<file path="src/rtl/gmm_fifo_pkg.sv">
// Shared types and elaboration-time helpers for the GMM width-converting FIFO.
// Mode derivation, ratio/count-width math and the width-compatibility check
// all live here so every FIFO flavour computes them identically.
package gmm_fifo_pkg;

  typedef enum logic [1:0] {
    MODE_DOWN  = 2'd0,
    MODE_UP    = 2'd1,
    MODE_EQUAL = 2'd2
  } fifo_mode_e;

  // Ceiling log2; clog2(1) = 0
  function automatic int clog2(input int value);
    int res;
    res = 0;
    while ((1 << res) < value) res = res + 1;
    return res;
  endfunction

  function automatic int max_w(input int a, input int b);
    return (a > b) ? a : b;
  endfunction

  function automatic int min_w(input int a, input int b);
    return (a < b) ? a : b;
  endfunction

  // Number of narrow slices per wide word
  function automatic int calc_ratio(input int win, input int wout);
    return max_w(win, wout) / min_w(win, wout);
  endfunction

  // Occupancy counter width, able to hold DEPTH*RATIO
  function automatic int calc_width_c(input int depth, input int ratio);
    return clog2(depth * ratio + 1);
  endfunction

  function automatic fifo_mode_e calc_mode(input int win, input int wout);
    if (win > wout) return MODE_DOWN;
    if (win < wout) return MODE_UP;
    return MODE_EQUAL;
  endfunction

  // The wider port must be an integer multiple of the narrower one
  function automatic bit widths_ok(input int win, input int wout);
    return (max_w(win, wout) % min_w(win, wout)) == 0;
  endfunction

endpackage

</file>
<file path="src/rtl/gmm_fifo_ram.sv">
// Storage array for the width-converting FIFO: one synchronous write port and
// one asynchronous read port, so the FIFO head is visible without a read cycle.
module gmm_fifo_ram #(
  parameter int WIDTH = 24,
  parameter int DEPTH = 128,
  parameter int AW    = 7
) (
  input  logic             clk,
  input  logic             we,
  input  logic [AW-1:0]    waddr,
  input  logic [WIDTH-1:0] wdata,
  input  logic [AW-1:0]    raddr,
  output logic [WIDTH-1:0] rdata
);

  logic [WIDTH-1:0] mem [DEPTH];

  // Write port: one wide word per enabled clock
  always_ff @(posedge clk) begin
    if (we) mem[waddr] <= wdata;
  end

  assign rdata = mem[raddr];

endmodule

</file>
<file path="src/rtl/gmm_width_conv_fifo.sv">
// Width-converting first-word-fall-through FIFO for the GMM datapath.
// Handles downsizing (wide in, narrow out), upsizing (narrow in, wide out)
// and equal widths; the mode is derived from WIDTH_IN/WIDTH_OUT.
// Occupancy is always tracked in narrow units.
// Optional build macro GMM_FIFO_ERR_FLAGS_EN adds sticky overflow/underflow
// outputs; without it those ports do not exist.
module gmm_width_conv_fifo
  import gmm_fifo_pkg::*;
#(
  parameter int WIDTH_IN  = 24,
  parameter int WIDTH_OUT = 8,
  parameter int DEPTH     = 128,
  parameter int MSB_FIRST = 1,
  parameter int AF_LEVEL  = DEPTH * calc_ratio(WIDTH_IN, WIDTH_OUT) - calc_ratio(WIDTH_IN, WIDTH_OUT),
  parameter int AE_LEVEL  = 0
) (
  input  logic                                               clk,
  input  logic                                               reset_n,
  input  logic                                               flush,
  input  logic                                               write_en,
  input  logic [WIDTH_IN-1:0]                                datain,
  input  logic                                               read_en,
  output logic [WIDTH_OUT-1:0]                               dataout,
  output logic [calc_width_c(DEPTH, calc_ratio(WIDTH_IN, WIDTH_OUT))-1:0] fifo_count,
  output logic                                               empty,
  output logic                                               full,
  output logic                                               almost_empty,
  output logic                                               almost_full
`ifdef GMM_FIFO_ERR_FLAGS_EN
  ,
  output logic                                               overflow,
  output logic                                               underflow
`endif
);

  localparam int         RATIO    = calc_ratio(WIDTH_IN, WIDTH_OUT);
  localparam int         WIDTH_C  = calc_width_c(DEPTH, RATIO);
  localparam int         WIDE_W   = max_w(WIDTH_IN, WIDTH_OUT);
  localparam int         NARROW_W = min_w(WIDTH_IN, WIDTH_OUT);
  localparam int         AW       = clog2(DEPTH);
  localparam fifo_mode_e MODE     = calc_mode(WIDTH_IN, WIDTH_OUT);

  localparam logic [WIDTH_C-1:0] CAP_C     = WIDTH_C'(DEPTH * RATIO);
  localparam logic [WIDTH_C-1:0] FULL_TH_C = WIDTH_C'((DEPTH - 1) * RATIO);
  localparam logic [WIDTH_C-1:0] RATIO_C   = WIDTH_C'(RATIO);
  // Narrow units added per accepted write / removed per accepted read
  localparam logic [WIDTH_C-1:0] WR_INC    = (MODE == MODE_UP)   ? WIDTH_C'(1) : RATIO_C;
  localparam logic [WIDTH_C-1:0] RD_DEC    = (MODE == MODE_DOWN) ? WIDTH_C'(1) : RATIO_C;
  localparam logic [AW-1:0]      ADDR_LAST = AW'(DEPTH - 1);

  if (!widths_ok(WIDTH_IN, WIDTH_OUT)) begin : g_bad_widths
    $error("gmm_width_conv_fifo: larger width must be a multiple of the smaller");
  end

  logic [WIDTH_C-1:0]   count;
  logic [AW-1:0]        wr_addr;
  logic [AW-1:0]        rd_addr;
  logic                 wr_valid;
  logic                 rd_valid;
  logic                 wr_adv;
  logic                 rd_adv;
  logic                 mem_we;
  logic [WIDE_W-1:0]    mem_wdata;
  logic [WIDE_W-1:0]    rd_word;
  logic [WIDTH_OUT-1:0] rd_data;

  function automatic logic [AW-1:0] next_addr(input logic [AW-1:0] a);
    return (a == ADDR_LAST) ? '0 : a + 1'b1;
  endfunction

  assign wr_valid = write_en && !full;
  assign rd_valid = read_en && !empty;

  // Status flags decoded from the registered occupancy
  always_comb begin
    empty        = (count == '0);
    full         = (count > FULL_TH_C);
    if (MODE == MODE_UP) begin
      empty      = (count < RATIO_C);
      full       = (count == CAP_C);
    end
    almost_full  = ($unsigned(32'(count)) >= $unsigned(32'(AF_LEVEL)));
    almost_empty = ($unsigned(32'(count)) <= $unsigned(32'(AE_LEVEL)));
  end

  // Occupancy and word addresses; flush wins over any same-cycle read/write
  always_ff @(posedge clk or negedge reset_n) begin
    if (!reset_n) begin
      count   <= '0;
      wr_addr <= '0;
      rd_addr <= '0;
    end else if (flush) begin
      count   <= '0;
      wr_addr <= '0;
      rd_addr <= '0;
    end else begin
      count <= count + (wr_valid ? WR_INC : '0) - (rd_valid ? RD_DEC : '0);
      if (wr_adv) wr_addr <= next_addr(wr_addr);
      if (rd_adv) rd_addr <= next_addr(rd_addr);
    end
  end

  gmm_fifo_ram #(
    .WIDTH (WIDE_W),
    .DEPTH (DEPTH),
    .AW    (AW)
  ) u_ram (
    .clk   (clk),
    .we    (mem_we),
    .waddr (wr_addr),
    .wdata (mem_wdata),
    .raddr (rd_addr),
    .rdata (rd_word)
  );

  if (MODE == MODE_DOWN) begin : g_down
    localparam int            LW   = clog2(RATIO);
    localparam logic [LW-1:0] LAST = LW'(RATIO - 1);

    logic [LW-1:0]       rd_lane;
    logic [LW-1:0]       rd_idx;
    logic [NARROW_W-1:0] lanes [RATIO];

    for (genvar g = 0; g < RATIO; g++) begin : g_lane
      assign lanes[g] = rd_word[g*NARROW_W +: NARROW_W];
    end

    // Lane 0 is the first slice out; it sits in the MSBs when MSB_FIRST is set
    assign rd_idx = (MSB_FIRST != 0) ? (LAST - rd_lane) : rd_lane;

    // Read lane counter: the word is retired after its last slice is popped
    always_ff @(posedge clk or negedge reset_n) begin
      if (!reset_n)      rd_lane <= '0;
      else if (flush)    rd_lane <= '0;
      else if (rd_valid) rd_lane <= (rd_lane == LAST) ? '0 : rd_lane + 1'b1;
    end

    assign rd_adv    = rd_valid && (rd_lane == LAST);
    assign wr_adv    = wr_valid;
    assign mem_we    = wr_valid;
    assign mem_wdata = datain;
    assign rd_data   = lanes[rd_idx];
  end else if (MODE == MODE_UP) begin : g_up
    localparam int            LW   = clog2(RATIO);
    localparam logic [LW-1:0] LAST = LW'(RATIO - 1);

    logic [LW-1:0]     wr_lane;
    logic [LW-1:0]     wr_idx;
    logic [WIDE_W-1:0] pack;
    logic [WIDE_W-1:0] wr_word;

    assign wr_idx = (MSB_FIRST != 0) ? (LAST - wr_lane) : wr_lane;

    // Current pack contents with the incoming slice merged into its lane
    for (genvar g = 0; g < RATIO; g++) begin : g_lane
      assign wr_word[g*NARROW_W +: NARROW_W] =
        (wr_idx == LW'(g)) ? datain : pack[g*NARROW_W +: NARROW_W];
    end

    // Write lane counter: the word commits to memory on its last slice
    always_ff @(posedge clk or negedge reset_n) begin
      if (!reset_n)      wr_lane <= '0;
      else if (flush)    wr_lane <= '0;
      else if (wr_valid) wr_lane <= (wr_lane == LAST) ? '0 : wr_lane + 1'b1;
    end

    // Pack register collects slices; flush discards a partial word
    always_ff @(posedge clk) begin
      if (flush)         pack <= '0;
      else if (wr_valid) pack <= wr_word;
    end

    assign wr_adv    = wr_valid && (wr_lane == LAST);
    assign mem_we    = wr_adv;
    assign mem_wdata = wr_word;
    assign rd_adv    = rd_valid;
    assign rd_data   = rd_word;
  end else begin : g_equal
    assign wr_adv    = wr_valid;
    assign mem_we    = wr_valid;
    assign mem_wdata = datain;
    assign rd_adv    = rd_valid;
    assign rd_data   = rd_word;
  end

  assign fifo_count = count;
  assign dataout    = empty ? '0 : rd_data;

`ifdef GMM_FIFO_ERR_FLAGS_EN
  // Sticky error flags: rejected write while full, rejected read while empty
  always_ff @(posedge clk or negedge reset_n) begin
    if (!reset_n) begin
      overflow  <= 1'b0;
      underflow <= 1'b0;
    end else if (flush) begin
      overflow  <= 1'b0;
      underflow <= 1'b0;
    end else begin
      if (write_en && full)  overflow  <= 1'b1;
      if (read_en  && empty) underflow <= 1'b1;
    end
  end
`endif

endmodule

</file>
<file path="config.mk">
export PLATFORM = sky130hd
export DESIGN_NAME = gmm_width_conv_fifo
export DESIGN_NICKNAME = d
export VERILOG_FILES = /design/src/rtl/gmm_fifo_pkg.sv /design/src/rtl/gmm_fifo_ram.sv /design/src/rtl/gmm_width_conv_fifo.sv
export SDC_FILE = /design/constraint.sdc
export NUM_CORES = 2
export LEC_CHECK = 0
export BUFFER_PORTS_ARGS = -buffer_cell sky130_fd_sc_hd__buf_2
export CAP_MARGIN = 20
export CORE_ASPECT_RATIO = 1.4
export CORE_MARGIN = 2
export CORE_UTILIZATION = 28
export CTS_CLUSTER_SIZE = 28
export DETAILED_ROUTE_END_ITERATION = 8
export GPL_TIMING_DRIVEN = 0
export PLACE_DENSITY = 0.51
export SKIP_CTS_REPAIR_TIMING = 1
export SYNTH_ARGS = -nofsm -noshare
export SYNTH_HDL_FRONTEND = slang
export SYNTH_SLANG_ARGS = --single-unit
</file>
<file path="constraint.sdc">
create_clock -name clk -period 6.56 [get_ports clk]
set_clock_uncertainty 0.05 [all_clocks]
set_input_delay 1.312 -clock clk [delete_from_list [all_inputs] [get_ports clk]]
set_output_delay 1.312 -clock clk [all_outputs]
set_load 0.01 [all_outputs]
</file>
==> results summary <==
The run finished, with violations left. The final reports fail on negative setup slack. The number of cell rows came out at 284.

The pin count of the biggest net entering global routing came out at 106. The floorplan die height is 777 um. The clock reaches the later pin of the worst-skew pair after 0.96 ns.

The actual slew at the worst max-slew pin is 1.14 ns. The worst-case vdd ir drop is 0.216 mV. After technology mapping, the gate count stands at roughly 5200. On the worst path, the slowest cell contributes a delay of 0.64 ns. The number of nets with antenna violations after routing is 0.

In this run the worst hold path is classified as in2async. Walking the worst path, the cells encountered are clkbuf_4 -> clkbuf_4 -> buf_1 -> nand2_1 -> a211oi_2 -> a211oi_1 -> a221oi_1 -> a31oi_4 -> nor2_1 -> o21ai_2 -> buf_2. The final-stage net count is 5895. The deepest level of the CTS H-tree is 5. The number of CTS-inserted buffers is 300. Across every metal layer, demand over resource in global routing totals a little under a quarter. The logic depth of the worst register-to-register path came out at 12.

The pre-CTS worst setup slack came out at -1.20 ns. The clock passes through at most 4 buffers. Setup violations remaining at the end of the flow were counted as 8. Summed over all layers, the global routing overflow is 0.

The area of the mapped netlist is around 0.12 mm2. The flop and latch count out of synthesis came out at ~3100. Counting the fill cells in the layout gives 39600. The post-route worst setup slack came out at -0.305 ns. The mean instance size in the synthesized netlist is between 20 and 25 um2. The post-route minimum period is 6.87 ns. For this run, design rule violations remaining after detail routing come to 0. Counting stages on the worst path, the most repeated cell is clkbuf_4. The global-route wire length before repair is 666000 um.

The leading cell type by number of instances after synthesis is edfxtp_1. The most area-hungry cell type in the Yosys netlist is edfxtp_1. Wires add up to 525000 um. The tree is rooted in a clkbuf_16.

The number of antenna violations at the first check in global routing is 31. Counting every sink on the clock net gives 3097. The number of input and output port buffers inserted is 48. The area share of the leading cell type in the synthesized netlist is 77.1%. The synthesis warning total came out at 0. The worst slew margin relative to its limit came out at 23.8%. The area of the die came out at 0.433 mm2. The worst setup path is launched from a flop.

For the worst setup path, the data required time is 5.20 ns. After layout, the design draws a total of 0.0419 W. The core region is about 0.43 mm2. The kind of end point of the critical path is a primary output. TritonCTS built the clock tree.

The share of cells above drive strength 1 came out at 32.4%. Setup repair after global routing could not meet its margin everywhere. The number of enable flip-flop cells after synthesis is 3072. Using the TritonRoute via totals, the vias-per-cell ratio works out to between 5 and 6. Among all stages on the critical path, the largest delay is contributed by buf_1. The final core utilization is roughly a third. The final critical-path share of the clock period is 105%. The net count after synthesis is ~5300. The max-slew violation count was 0. By area the synthesized netlist is led by edfxtp_1 (77%), mux4_2 (15%), mux2i_1 (1.4%). The upper clock frequency limit is 0.146 GHz. In this run the horizontal extent of the chip is 556 um.

The placed wire-length estimate after detailed placement came out at 371000 um. The synthesized netlist contains 72 unique library cells. The routability congestion estimate from global placement is 0.979. The sequential-to-total area share from yosys stat came out at around 78%.

Dividing the detail-routed wire length by the instance count gives 45.0 um. The max-capacitance violation count is 0. The total number of vias came out at 65500.

The post-route setup TNS is -1.41 ns. The clock-pin slew of the registers on the worst-case setup and hold paths is around 0.070 ns. The most used flip-flop cell after synthesis is edfxtp_1. The number of top-level design ports is 50. Hold timing on the final database bottoms out at a slack of 0.326 ns. The data arrival time of the worst path is 5.50 ns.

The power per cell area came out at 292 mW/mm2. The initial standard-cell utilization of the core is 28.1%. The number of global-route vias before repair is approximately 63000. Counting instances in the post-synthesis netlist gives the leading cell types as edfxtp_1 (3072), mux4_2 (797), nor2_1 (180).

The number of hold violations in the final report is 0. The number of DRC markers after the initial detailed-route iteration is 10500. Counting flops with an async set or reset pin after synthesis yields a share of 0.807%. The number of search-and-repair iterations in the first detailed-routing pass is 7. The post-synthesis to final-layout area growth came out at 20.1%. The setup path with the least slack is of type reg2out. The largest fanout on the critical path is 10. For this design the static power due to leakage is 43.0 nW.
## state kept, by name (all words and copies together) (netlist names)
register and cells:
fifo_count 9, g_down.rd_lane 2, rd_addr 7, u_ram.mem 3072, wr_addr 7
## cell type report
type | count | area, um2 | area share [%]
sequential | 3097 | 92900 | 64.6
multi-input combinational | 1829 | 26200 | 18.2
clock buffer | 366 | 7990 | 5.56
tap | 5577 | 6980 | 4.85
timing repair buffer | 306 | 5610 | 3.90
buffer | 290 | 2390 | 1.66
clock inverter | 170 | 1590 | 1.11
inverter | 17 | 70.1 | 0.0487
antenna | 15 | 37.5 | 0.0261
## path summary, 6_finish.rpt
check	start	endpoint	slack, ns
min in group clk	g_down.rd_lane[1]	g_down.rd_lane[1]	0.53
worst min register to register	g_down.rd_lane[1]	g_down.rd_lane[1]	0.53
worst min-delay path	reset_n	wr_addr[3]	0.33
worst max register to register	fifo_count[7]	u_ram.mem[36][19]	1.81
max in group asynchronous	reset_n	wr_addr[2]	5.68
worst max-delay path	rd_addr[2]	dataout[2]	-0.31
## cell usage in the layout (no fill, tap or decap), types with 33 or more instances in the layout
cell / Yosys / routed
a21oi_1: 71 / 66
a22oi_1: 93 / 89
buf_12: 7 / 133
buf_16: 0 / 81
buf_2: 79 / 39
buf_4: 36 / 77
buf_6: 47 / 95
buf_8: 6 / 34
clkbuf_1: 110 / 110
clkbuf_16: 0 / 311
clkbuf_4: 0 / 54
clkinv_1: 1 / 71
clkinv_2: 0 / 48
edfxtp_1: 3072 / 3072
mux2i_1: 167 / 153
mux4_2: 797 / 797
nand2_1: 103 / 102
nand3_1: 37 / 33
nor2_1: 180 / 49
nor2_4: 0 / 126
o21ai_0: 43 / 35
## stage by stage
stage,area [um2],instances
3_5_place_dp,133000,11100
2_1_floorplan,120000,5239
3_3_place_gp,127000,10900
5_1_grt,144000,11700
4_1_cts,143000,11700
6_report,144000,11700
## routing by layer
layer | part of all wire [%] | global-route usage [%] | vias up
met2 | 48 | 39.2 | 4669
met4 | 10 | 20.1 | 12
li1 | - | - | 23600
met1 | 33 | 26.2 | 35900
met3 | 9.2 | 5.56 | 1371
met5 | 0.041 | 0.0333 | -
## where the power goes
group / internal [W] / switching [W] / total (W)
sequential: 0.0218 / 0.0000451 / 0.0219
clock: 0.00976 / 0.00788 / 0.0176
combinational: 0.000809 / 0.00162 / 0.00243
total: 0.0324 / 0.00954 / 0.0419
## cell families (layout without fill, tap and decap cells)
logic type | count (synthesis) | count (layout) | synth area share (%)
DFF | 3097 | 3097 | 77.6
muxes | 977 | 977 | 16.5
and+or+nand+nor | 423 | 423 | 1.60
AOI/OAI and AO/OA | 391 | 391 | 2.27
buffers and inverters | 313 | 1149 | 1.63
adders and majority gates | 25 | 25 | 0.268
xor gates and xnor gates | 13 | 13 | 0.0952
other | 0 | 15 | 0
## critical path: cells and delay by family (launching register included)
family	cells	cell delay (ns)
buffers and inverters	4	1.68
AO/OA/AOI/OAI	5	1.54
AND/OR/NAND/NOR	2	0.70
flip-flops	1	0.62
Note: power is estimated with default switching activity, not from simulation.
